[config.mk]
export PLATFORM = sky130hd
export DESIGN_NAME = smc777_ram_arbiter
export DESIGN_NICKNAME = d
export VERILOG_FILES = /design/src/rtl/smc777_ram_arbiter.sv
export SDC_FILE = /design/constraint.sdc
export NUM_CORES = 1
export LEC_CHECK = 0
export BUFFER_PORTS_ARGS = -buffer_cell sky130_fd_sc_hd__clkbuf_2
export CAP_MARGIN = 20
export CORE_MARGIN = 2
export CORE_UTILIZATION = 35
export DETAILED_ROUTE_END_ITERATION = 7
export HOLD_SLACK_MARGIN = 0.12
export PLACE_DENSITY = 0.68
export SETUP_SLACK_MARGIN = 0.1
export SLEW_MARGIN = 20
export SYNTH_ARGS = -nofsm -noshare
export SYNTH_HDL_FRONTEND = slang
export SYNTH_SLANG_ARGS = --single-unit
[constraint.sdc]
create_clock -name clk -period 3.47 [get_ports clk]
set_input_delay 0.347 -clock clk [delete_from_list [all_inputs] [get_ports clk]]
set_output_delay 0.347 -clock clk [all_outputs]
set_load 0.1 [all_outputs]
[src/rtl/smc777_ram_arbiter.sv]
// smc777_ram_arbiter: shares dpram port A between ioctl download, video fetch and the tv80 CPU.
// Download preempts everything; video outranks the CPU, which is held off through cpu_wait_n.
module smc777_ram_arbiter #(
  parameter int          AW          = 14,
  parameter logic [7:0]  VID_DL_FILL = 8'h00
) (
  input  logic          clk,
  input  logic          reset_n,
  input  logic          ioctl_download,
  input  logic          ioctl_wr,
  input  logic [AW-1:0] ioctl_addr,
  input  logic [7:0]    ioctl_dout,
  input  logic          cpu_req,
  input  logic          cpu_we,
  input  logic [15:0]   cpu_addr,
  input  logic [7:0]    cpu_din,
  output logic [7:0]    cpu_dout,
  output logic          cpu_wait_n,
  input  logic          vid_req,
  input  logic [AW-1:0] vid_addr,
  output logic [7:0]    vid_data,
  output logic          vid_valid,
  output logic          vid_overrun,
  output logic [AW-1:0] ram_addr,
  output logic [7:0]    ram_d,
  output logic          ram_wren,
  input  logic [7:0]    ram_q
);
  typedef enum logic [2:0] {IDLE, DL, V_ADDR, V_DATA, C_ADDR, C_DATA} state_t;
  state_t        r_state, w_next;
  logic          r_vid_pend, r_cpu_done, r_vid_valid, r_vid_overrun;
  logic [AW-1:0] r_vid_addr;
  logic [7:0]    r_cpu_dout, r_vid_data;
  logic          w_vbusy, w_vid_acc, w_vid_go, w_cpu_go, w_dl_fill, w_cpu_set, w_unused;

  assign w_unused  = ^cpu_addr[15:AW];
  assign w_vbusy   = (r_state == V_ADDR) || (r_state == V_DATA);
  assign w_vid_acc = vid_req & ~r_vid_pend & ~w_vbusy;
  assign w_cpu_go  = cpu_req & ~r_cpu_done;
  assign w_vid_go  = (r_state == IDLE) && !ioctl_download && (r_vid_pend || vid_req);
  // Video requests seen during download, or cut short by it, are answered with fill data.
  assign w_dl_fill = ((r_state == DL) && r_vid_pend) || (w_vbusy && ioctl_download);
  assign w_cpu_set = ((r_state == C_ADDR) && cpu_we) || ((r_state == C_DATA) && !ioctl_download);

  assign cpu_wait_n  = ~reset_n | ~w_cpu_go;
  assign cpu_dout    = r_cpu_dout;
  assign vid_data    = r_vid_data;
  assign vid_valid   = r_vid_valid;
  assign vid_overrun = r_vid_overrun;
  assign ram_addr    = (r_state == DL)     ? ioctl_addr :
                       (r_state == V_ADDR) ? r_vid_addr :
                       (r_state == C_ADDR) ? cpu_addr[AW-1:0] : '0;
  assign ram_d       = (r_state == DL) ? ioctl_dout : (r_state == C_ADDR) ? cpu_din : 8'h00;
  assign ram_wren    = (r_state == DL) ? ioctl_wr : ((r_state == C_ADDR) && cpu_we);

  always_comb begin
    w_next = r_state;
    if (ioctl_download) w_next = DL;
    else
      case (r_state)
        IDLE:    w_next = w_vid_go ? V_ADDR : w_cpu_go ? C_ADDR : IDLE;
        V_ADDR:  w_next = V_DATA;
        C_ADDR:  w_next = cpu_we ? IDLE : C_DATA;
        default: w_next = IDLE;
      endcase
  end

  always_ff @(posedge clk or negedge reset_n)
    if (!reset_n) begin
      r_state       <= IDLE;
      r_vid_pend    <= 1'b0;
      r_cpu_done    <= 1'b0;
      r_vid_valid   <= 1'b0;
      r_vid_overrun <= 1'b0;
      r_vid_addr    <= '0;
      r_cpu_dout    <= 8'h00;
      r_vid_data    <= 8'h00;
    end else begin
      r_state       <= w_next;
      r_vid_pend    <= (w_vid_go || ((r_state == DL) && r_vid_pend)) ? 1'b0 : (r_vid_pend | w_vid_acc);
      r_vid_overrun <= r_vid_overrun | (vid_req & ~w_vid_acc);
      r_vid_valid   <= w_dl_fill || (r_state == V_DATA);
      r_cpu_done    <= cpu_req & (r_cpu_done | w_cpu_set);
      if (w_vid_acc) r_vid_addr <= vid_addr;
      if (w_dl_fill) r_vid_data <= VID_DL_FILL;
      else if (r_state == V_DATA) r_vid_data <= ram_q;
      if ((r_state == C_DATA) && !ioctl_download) r_cpu_dout <= ram_q;
    end
endmodule
==> summary.md, run 1 <==
| Metric | Value |
|---|---|
| Status | completed |
| Data required, critical path | between 3 and 4 ns |
| Detailed Place HPWL | 3450 um |
| Startpoint types | flop |
| Cts bufs inserted | 5 |
| CORE AREA | roughly 0.0051 mm2 |
| Starting Density | 36.3% |
| Vias | around 1700 |
| Top cells by area, synth | dfrtp_1, mux2_2, a22oi_1 |
| GRT Overall Usage | between 10% and 20% |
| ANT nets after route | 0 |
| Largest stage delay on the critical path | between 0.5 and 0.6 ns |
| Async SR Flop Fraction | between 90% and 100% |
| Hold Buf Count CTS | 0 |
| Fmax | roughly 360 MHz |
| Worst Slack Setup Final | 0.698 ns |
| DIE WIDTH | ~77 um |
| Cell taking the most area after synthesis | dfrtp_1 |
| Clock-pin slew on the worst setup and hold paths | 0.07 ns |
| # IOs | between 100 and 150 |
| Hold WC Path Type | in2async |
| Ant. Diodes | 0 |
| Vias in the first global route | 1646 |
| Residual DRC | 0 |
| Clock Tree Buf Depth | 2 |
| Flops & latches, synth | 37 |
| Overflow left after global routing | 0 |
| Crit-path cells | nand2b_1 > nor2_2 > o2bb2ai_1 > clkbuf_2 |
| CTS H-Tree Depth | 2 |
| Avg WL per Cell | ~14 um |
| Final Cycle Share | about four fifths |
| Synth top area share | around 50% |
| Area growth syn-to-layout | 37.9% |
| Period minus WS final | roughly 2.8 ns |
| Sink Count | 37 |
| Share of post-route cells with drive strength above 1 | between 50 and 60% |
| PwrDens | 630 mW/mm2 |
| Gp weighted congestion | 0.702 |
| Worst Path Arrival | 2.42 ns |
| Clk_skew | 0.00324 ns |
| Worst vdd ir | about 0.40 mV |
| Commonest non-fill, non-tap cell in the layout | clkbuf_2 |
| Port Buf Inserts | 114 |
| Post-route cell area | approximately 0.0026 mm2 |
| Global-route wire length before repair | approximately 7500 um |
| Ys Warns | 0 |
| Syn Inst Count | approximately 160 |
| Fin util | around 50% |
| Initial antenna violation count | 0 |
| Rows | 26 |
| Syn_area_per_cell | approximately 12 um2 |
| Post-synth EDFFs | 0 |
| Total wire length | 4630 um |
| Root buf cell | clkbuf_8 |
| Slew headroom | between 40 and 50% |
| Detailed Routing Iterations Pass 1 | 4 |
| Sum of negative setup slack | 0 ns |
| Slew Viols, Final | 0 |
| Tot Pwr | roughly 1.6 mW |
| Number of setup buffers added after CTS | 0 |
| Non-filler cells, final | 340 |
| Syn nets | about 230 |
| Die Span Y | about 77 um |
| DP Cell Count | around 330 |
| Routed vias/inst | between 4 and 5 |
| Register area share after synthesis | 49.9% |
| Static leakage | 1.29 nW |
| Max-Cap Viols | 0 |
| Crit-path max FO | 17 |
| Post-CTS sizing | 0 |
| Final #Nets | about 350 |
| Worst setup path class | reg2out |
| Least-Margin Pin Slew | approximately 0.8 ns |
| Die ar. | slightly below 0.006 mm2 |
| Setup WS pre-CTS | roughly 0.95 ns |
| Hold Fails Final Rpt | 0 |
| RSZ-0062 raised after global routing | no |
| Mapped cell area | ~0.0019 mm2 |
| Worst-Skew Late Latency | about 0.28 ns |
| Synth unique cells | 29 |
| Slowest-stage cell, CP | dfrtp_1 |
| CP endpoint kind | primary output |
| First DRT Iteration DRCs | 48 |
| Hold WS | approximately 0.12 ns |
| Most frequent cells in the layout | clkbuf_2, dfrtp_1, a22oi_1, mux2_2, o2bb2ai_1 |
| TritonCTS clock tree | yes |
| Final setup viols | 0 |
| Most used DFF post-synth | dfrtp_1 |
| Largest net degree at the start of global routing | 38 |
| Placed cell areas | 0.00247 mm2 |
[logic make-up after synthesis]
| family | after synthesis | share of synthesized area, % |
|---|---|---|
| AOI/OAI and AO/OA | 55 | 23.2 |
| muxes | 22 | 13.4 |
| DFF | 37 | 49.9 |
| buffers and inverters | 14 | 3.84 |
| and+or+nand+nor | 30 | 9.71 |
[area by class of cell]
class	count	area, um2
fill	477	2550
sequential	37	926
multi-input combinational	107	858
timing repair buffer	117	593
tap	70	87.6
clock buffer	7	86.3
inverter	2	7.51
[synth_stat cells (all sizes together) (3+ instances only)]
cell,number
mux2,22
nor2b,3
nor2,13
a22o,8
clkbuf,4
buf,8
dfrtp,37
a22oi,22
o2bb2ai,14
nand2b,4
a21oi,5
[power by group]
group / leakage (nW) / switching (mW) / internal (mW)
clock: 0.0443 / 0.135 / 0.157
sequential: 0.465 / 0.0553 / 0.520
combinational: 0.783 / 0.572 / 0.171
total: 1.29 / 0.762 / 0.849
[metal layers]
metal,global-route usage [%],wire (um),share of wire [%]
met5,0,0,0
met4,4.91,38,0.82
met3,4.12,336,7.3
met2,27.8,2240,48
met1,18.4,2010,43
[path summary, 6_finish.rpt]
| path | from | to | slack, ns | cells past startpoint |
|---|---|---|---|---|
| worst max-delay path | r_state[1] | ram_addr[2] | 0.70 | 4 |
| max in group asynchronous | reset_n | r_vid_addr[13] | 3.02 | 2 |
| worst min register to register | vid_overrun | vid_overrun | 0.47 | 1 |
| worst max register to register | r_state[2] | r_vid_addr[0] | 1.48 | 3 |
| worst min-delay path | reset_n | vid_overrun | 0.12 | 2 |
| min in group clk | vid_addr[9] | r_vid_addr[9] | 0.30 | 2 |
[worst max-delay path: cells and delay by family, from the launching register on]
family,cells,cell delay (ns)
simple gates,2,0.91
buf+inv,1,0.49
compound gates,1,0.19
flops,1,0.56
[state kept, by name, summed over array words and instances, names as in the netlist]
signal / cells
cpu_dout: 8
r_cpu_done: 1
r_state: 3
r_vid_addr: 14
r_vid_pend: 1
vid_data: 8
vid_overrun: 1
vid_valid: 1
Power figures use the tool's default switching activity.
==> run 2, diff against run 1 <==
--- a/config.mk
+++ b/config.mk
@@ -11,7 +11,7 @@
 export CORE_UTILIZATION = 35
 export DETAILED_ROUTE_END_ITERATION = 7
 export HOLD_SLACK_MARGIN = 0.12
-export PLACE_DENSITY = 0.68
+export PLACE_DENSITY = 0.7
 export SETUP_SLACK_MARGIN = 0.1
 export SLEW_MARGIN = 20
 export SYNTH_ARGS = -nofsm -noshare
==> constraint.sdc (replaced) <==
create_clock -name clk -period 2.48 [get_ports clk]
set_input_delay 0.248 -clock clk [delete_from_list [all_inputs] [get_ports clk]]
set_output_delay 0.248 -clock clk [all_outputs]
set_load 0.1 [all_outputs]
==> run 2 against run 1 <==
Effect of this change:
- sequential power grew 40%
- register-to-register slack got worse by 0.65 ns
- clock power increased by 52%
- via count increased by 4.8%
- sequential share of layout area is 5.9 points lower
- cell count up 1.5%
- first-iteration DRC count is 21% lower
- core utilization is 9.8 points higher
- clock skew increased by 0.0046 ns
- flip-flop and latch count unchanged
- highest routed layer unchanged
==> summary.md, run 2 (synthesis results as in run 1) <==
| Metric | Value |
|---|---|
| Die ar. | 0.00590 mm2 (unchanged) |
| CP endpoint kind | primary output |
| Tot Pwr | 2.48 mW (+54%) |
| Clock Tree Buf Depth | 2 (unchanged) |
| Clock-pin slew on the worst setup and hold paths | 0.08 ns (about the same) |
| First DRT Iteration DRCs | 38 (-21%) |
| Sum of negative setup slack | 0 ns (unchanged) |
| Final setup viols | 0 (unchanged) |
| Hold WS | 0.174 ns (+0.0524 ns) |
| Hold WC Path Type | in2reg |
| Die Span Y | 76.8 um (unchanged) |
| Detailed Place HPWL | 4110 um (+19%) |
| Final #Nets | 349 (+1.2%) |
| Worst reg-to-reg setup slack | 0.83 ns (-0.65 ns) |
| Worst Slack Setup Final | 0.362 ns (-0.336 ns) |
| Initial antenna violation count | 0 (unchanged) |
| Root buf cell | clkbuf_8 |
| Worst vdd ir | 0.692 mV (+74%) |
| DIE WIDTH | 76.8 um (unchanged) |
| Residual DRC | 0 (unchanged) |
| Sink Count | 37 (unchanged) |
| Max-Cap Viols | 0 (unchanged) |
| Data required, critical path | 2.23 ns (-0.89 ns) |
| Ant. Diodes | 0 (unchanged) |
| Port Buf Inserts | 114 (unchanged) |
| TritonCTS clock tree | yes |
| Commonest non-fill, non-tap cell in the layout | clkbuf_2 |
| Least-Margin Pin Slew | 0.609 ns (-0.178 ns) |
| Vias | 1755 (+4.8%) |
| Avg WL per Cell | 15.4 um (+13%) |
| Detailed Routing Iterations Pass 1 | 4 (unchanged) |
| # IOs | 117 (unchanged) |
| Final Cycle Share | between 80 and 90% |
| Area growth syn-to-layout | 64.9% |
| Period minus WS final | around 2.1 ns |
| Worst setup path class | reg2out |
| Worst-Skew Late Latency | 0.29 ns (about the same) |
| Max reg flops | 14 (unchanged) |
| Static leakage | 1.44 nW (+12%) |
| RSZ-0062 raised after global routing | no |
| Worst Path Arrival | 1.87 ns (-0.55 ns) |
| Startpoint types | flop |
| Hold Fails Final Rpt | 0 (unchanged) |
| Slew headroom | 59.3% (+12 points) |
| Most frequent cells in the layout | clkbuf_2, dfrtp_1, buf_12 |
| Cts bufs inserted | 5 (unchanged) |
| Top reg by flops | r_vid_addr |
| Gp weighted congestion | 0.730 (+3.9%) |
| Fin util | 59.9% (+9.8 points) |
| CTS H-Tree Depth | 2 (unchanged) |
| PwrDens | 810 mW/mm2 (+29%) |
| Crit-path max FO | 13 (-4) |
| Total wire length | 5330 um (+15%) |
| Clk_skew | 0.00786 ns (+0.00462 ns) |
| Routed vias/inst | 5.09 (+3.3%) |
| CORE AREA | 0.00511 mm2 (unchanged) |
| Share of post-route cells with drive strength above 1 | 65.5% (+10 points) |
| Rows | 26 (unchanged) |
| Status | completed |
| Global-route wire length before repair | 8880 um (+18%) |
| Slew Viols, Final | 0 (unchanged) |
| Largest net degree at the start of global routing | 38 (unchanged) |
| ANT nets after route | 0 (unchanged) |
| Overflow left after global routing | 0 (unchanged) |
| Setup WS pre-CTS | 0.452 ns (-0.501 ns) |
| Starting Density | 36.3% (unchanged) |
| Fmax | around 470 MHz |
| Vias in the first global route | 1875 (+14%) |
| GRT Overall Usage | 18.9% (+3.2 points) |
==> run 2: changes by cell type in the layout (fill, tap and decap cells not counted), sizes merged <==
cell         change
clkbuf          -25
clkinv           +1
inv              +1
buf             +26
dlygate4sd3      +1
clkinvlp         +1
==> run 2: worst max-delay path, cell delays in order (launching register included) <==
cell and delay (ns):
dfrtp_2 0.54, nor2b_1 0.51, a22oi_1 0.17, nor2_2 0.17
buf_12 0.19
==> run 2: final cells by class <==
| cell class | instances | area, um2 |
|---|---|---|
| well taps | 70 | 87.6 |
| repair buffers | 121 | 971 |
| multi-input cells | 107 | 973 |
| clock inverters | 3 | 25.0 |
| fillers | 442 | 2050 |
| clock buffers | 5 | 68.8 |
| flip-flops and latches | 37 | 927 |
| inverters | 2 | 7.51 |
==> run 2: power breakdown <==
| group | leakage [nW] | internal (mW) | switching (mW) | total (mW) |
|---|---|---|---|---|
| Clock | 0.0447 | 0.203 | 0.242 | 0.445 |
| Sequential | 0.463 | 0.728 | 0.0794 | 0.807 |
| Combinational | 0.936 | 0.381 | 0.846 | 1.23 |
==> run 2: through the flow <==
stage	cell area (um2)	cells
finish	3060	345
floorplan	1970	158
CTS	3060	345
global route	3060	345
detailed placement	2950	336
global placement	2950	336
==> run 2: repair_timing <==
action                                  in CTS  in global routing
hold buffers                                 1                  0
hold endpoints to repair                    37                  0
buffers inserted                             0                  0
endpoints found under the setup margin       0                 23
gates resized for setup                      0                  3
==> run 2: final timing paths <==
path | start | to | depth (start not counted)
max in group asynchronous | reset_n | r_vid_addr[7] | 3
hold / removal | cpu_req | r_cpu_done | 2
setup reg to reg | r_state[2] | r_vid_addr[5] | 4
setup / recovery | r_state[2] | ram_d[7] | 4
min in group asynchronous | reset_n | r_state[2] | 3
hold reg to reg | vid_overrun | vid_overrun | 1
==> run 2: per-layer routing <==
layer | up-vias | track usage [%] | part of all wire (%)
met1 | 849 | 20.8 | 39
met5 | - | 0 | 0
li1 | 836 | - | -
met2 | 63 | 34.8 | 53
met4 | 0 | 6.18 | 1.5
met3 | 7 | 5.06 | 6.2
==> run 3, diff against run 2 <==
--- a/config.mk
+++ b/config.mk
@@ -7,6 +7,7 @@
 export LEC_CHECK = 0
 export BUFFER_PORTS_ARGS = -buffer_cell sky130_fd_sc_hd__clkbuf_2
 export CAP_MARGIN = 20
+export CORE_ASPECT_RATIO = 1.2
 export CORE_MARGIN = 2
 export CORE_UTILIZATION = 35
 export DETAILED_ROUTE_END_ITERATION = 7
==> run 3 against run 2 <==
Effect of this change:
- sequential share of layout area is 0.26 points lower
- combinational power about the same
- clock skew up 0.0023 ns
- cell count decreased by 1.7%
- non-clock buffer count grew 2
- register-to-register slack worse by 0.02 ns
- routed wire length decreased by 1.3%
==> summary.md, run 3 (synthesis results as in run 1) <==
| Metric | Value |
|---|---|
| Max-Cap Viols | 0 (unchanged) |
| Final #Nets | 351 (+0.57%) |
| Worst Slack Setup Final | 0.336 ns (-0.0257 ns) |
| Hold WC Path Type | in2reg |
| CTS H-Tree Depth | 2 (unchanged) |
| Worst Path Arrival | 1.90 ns (+0.03 ns) |
| First DRT Iteration DRCs | 41 (+7.9%) |
| Rows | 29 (+12%) |
| Worst vdd ir | 0.471 mV (-32%) |
| Total wire length | 5260 um (-1.3%) |
| CP endpoint kind | primary output |
| Worst-Skew Late Latency | 0.28 ns (about the same) |
| Placed cell areas | 0.00296 mm2 (+0.17%) |
| Avg WL per Cell | 15.5 um (+0.41%) |
| CORE AREA | 0.00519 mm2 (+1.6%) |
| Worst setup path class | reg2out |
| Commonest non-fill, non-tap cell in the layout | clkbuf_2 |
| GR peak layer | met2 |
| Least-Margin Pin Slew | 0.615 ns (+0.00650 ns) |
| R2r startpoint | r_state[2] |
| Max reg flops | 14 (unchanged) |
| Share of post-route cells with drive strength above 1 | 64.3% (-1.2 points) |
| Sink Count | 37 (unchanged) |
| GRT Overall Usage | 18.6% (-0.26 points) |
| Ant. Diodes | 0 (unchanged) |
| TritonCTS clock tree | yes |
| Met3 usage | 3.86% (-1.2 points) |
| Final setup viols | 0 (unchanged) |
| Status | completed |
| Non-filler cells, final | 339 (-1.7%) |
| Slew Viols, Final | 0 (unchanged) |
| Die Span Y | 83.8 um (+9.0%) |
| Data required, critical path | 2.23 ns (about the same) |
| Worst setup endpoint | ram_d[7] |
| Die ar. | 0.00590 mm2 (about the same) |
| Post-route cell area | 0.00308 mm2 (+0.74%) |
| Crit Reg-Reg Endpoint | r_vid_addr[11] |
| Detailed Place HPWL | 4220 um (+2.7%) |
| Clock-pin slew on the worst setup and hold paths | 0.07 ns (about the same) |
| RSZ-0062 raised after global routing | no |
| PwrDens | 831 mW/mm2 (+2.6%) |
| Most frequent cells in the layout | clkbuf_2, dfrtp_1, buf_12 |
| Clock Tree Buf Depth | 2 (unchanged) |
| Setup WS pre-CTS | 0.614 ns (+0.161 ns) |
| ANT nets after route | 0 (unchanged) |
| Top reg by flops | r_vid_addr |
| Startpoint types | flop |
| Root buf cell | clkbuf_8 |
| Static leakage | 1.47 nW (+1.7%) |
| Largest net degree at the start of global routing | 38 (unchanged) |
| M1 GR Usage | 20.7% (-0.16 points) |
| Residual DRC | 0 (unchanged) |
| Cts bufs inserted | 5 (unchanged) |
| Detailed Routing Iterations Pass 1 | 4 (unchanged) |
| Crit-path max FO | 10 (-3) |
| Clk_skew | 0.0102 ns (+0.00235 ns) |
| Routed vias/inst | 5.09 (about the same) |
| Overflow left after global routing | 0 (unchanged) |
| # IOs | 117 (unchanged) |
| Met2 usage | 35.1% (+0.25 points) |
| Vias | 1724 (-1.8%) |
| Period minus WS final | 2.14 ns (+0.0257 ns) |
| Gp weighted congestion | 0.771 (+5.7%) |
| DP Cell Count | 330 (-1.8%) |
| Fmax | 466 MHz (-1.2%) |
| Initial antenna violation count | 0 (unchanged) |
| Port Buf Inserts | 114 (unchanged) |
| Hold Path Origin | cpu_req |
| Reg2Reg Depth | 5 (+1) |
| Hold Path Depth | 2 (unchanged) |
| Hold Fails Final Rpt | 0 (unchanged) |
| Vias in the first global route | 1818 (-3.0%) |
| DIE WIDTH | 70.5 um (-8.3%) |
| Global-route wire length before repair | 8710 um (-1.9%) |
| Sum of negative setup slack | 0 ns (unchanged) |
| Area growth syn-to-layout | 66.1% |
| Starting Density | 35.8% (-0.57 points) |
| Final Cycle Share | 86.4% (+1.0 points) |
| Worst reg-to-reg setup slack | 0.81 ns (-0.02 ns) |
| Slew headroom | 58.8% (-0.43 points) |
| CP startpoint | r_state[0] |
run 3: changes by cell type in the layout (fill, tap and decap cells not counted):
cell,previous run,this run
buf_4,6,8
and2b_1,0,1
and2b_2,1,0
bufinv_16,0,1
clkbuf_1,0,1
clkbuf_8,5,6
clkinv_4,1,0
clkinvlp_4,1,0
dfrtp_1,36,37
dfrtp_2,1,0
inv_6,1,0
nor2b_1,2,3
nor2b_2,1,0
run 3: timing repair:
action	in CTS	in global routing
endpoints found under the hold margin	37	0
hold buffers	1	0
gates resized for setup	0	0
setup buffers	0	0
run 3: per-stage QoR:
step | hold slack [ns] | utilization [%] | power (mW)
final | 0.193 | 59.4 | 2.56
after global routing | 0.190 | 59.4 | 2.67
after CTS | 0.183 | 59.4 | 2.59
after detailed placement | 0.371 | 57.0 | 2.06
after global placement | 0.370 | 57.0 | 2.04
after floorplan | -0.0476 | - | 1.69
run 3: layout make-up:
cell class,instances,area [um2]
Fill cell,445,2110
Clock inverter,1,30.0
Sequential cell,37,926
Tap cell,62,77.6
Timing Repair Buffer,123,986
Multi-Input combinational cell,107,970
Inverter,2,7.51
Clock buffer,7,86.3
run 3: worst min path at each step:
stage / slack (ns) / endpoint
after floorplan: -0.05 / cpu_dout[0]
after global placement: 0.37 / r_vid_addr[0]
after detailed placement: 0.37 / r_vid_addr[0]
after CTS: 0.18 / vid_data[2]
after global routing: 0.19 / r_vid_addr[8]
final: 0.19 / r_cpu_done
run 3: routing by layer:
layer	vias to the layer above	wire, um
met5	-	0
met4	0	43
met3	2	241
met2	55	2990
met1	832	1980
li1	835	-
run 3: worst max-delay path, stage by stage (launching register included):
cell and delay (ns):
dfrtp_1 0.43, buf_4 0.19, nor2b_1 0.45, a22oi_1 0.18, nor2_2 0.18, buf_12 0.19
run 3: power by group:
part	leakage, nW	switching (mW)	internal (mW)
Clock	0.0585	0.194	0.328
Sequential	0.465	0.0761	0.729
Combinational	0.945	0.853	0.382
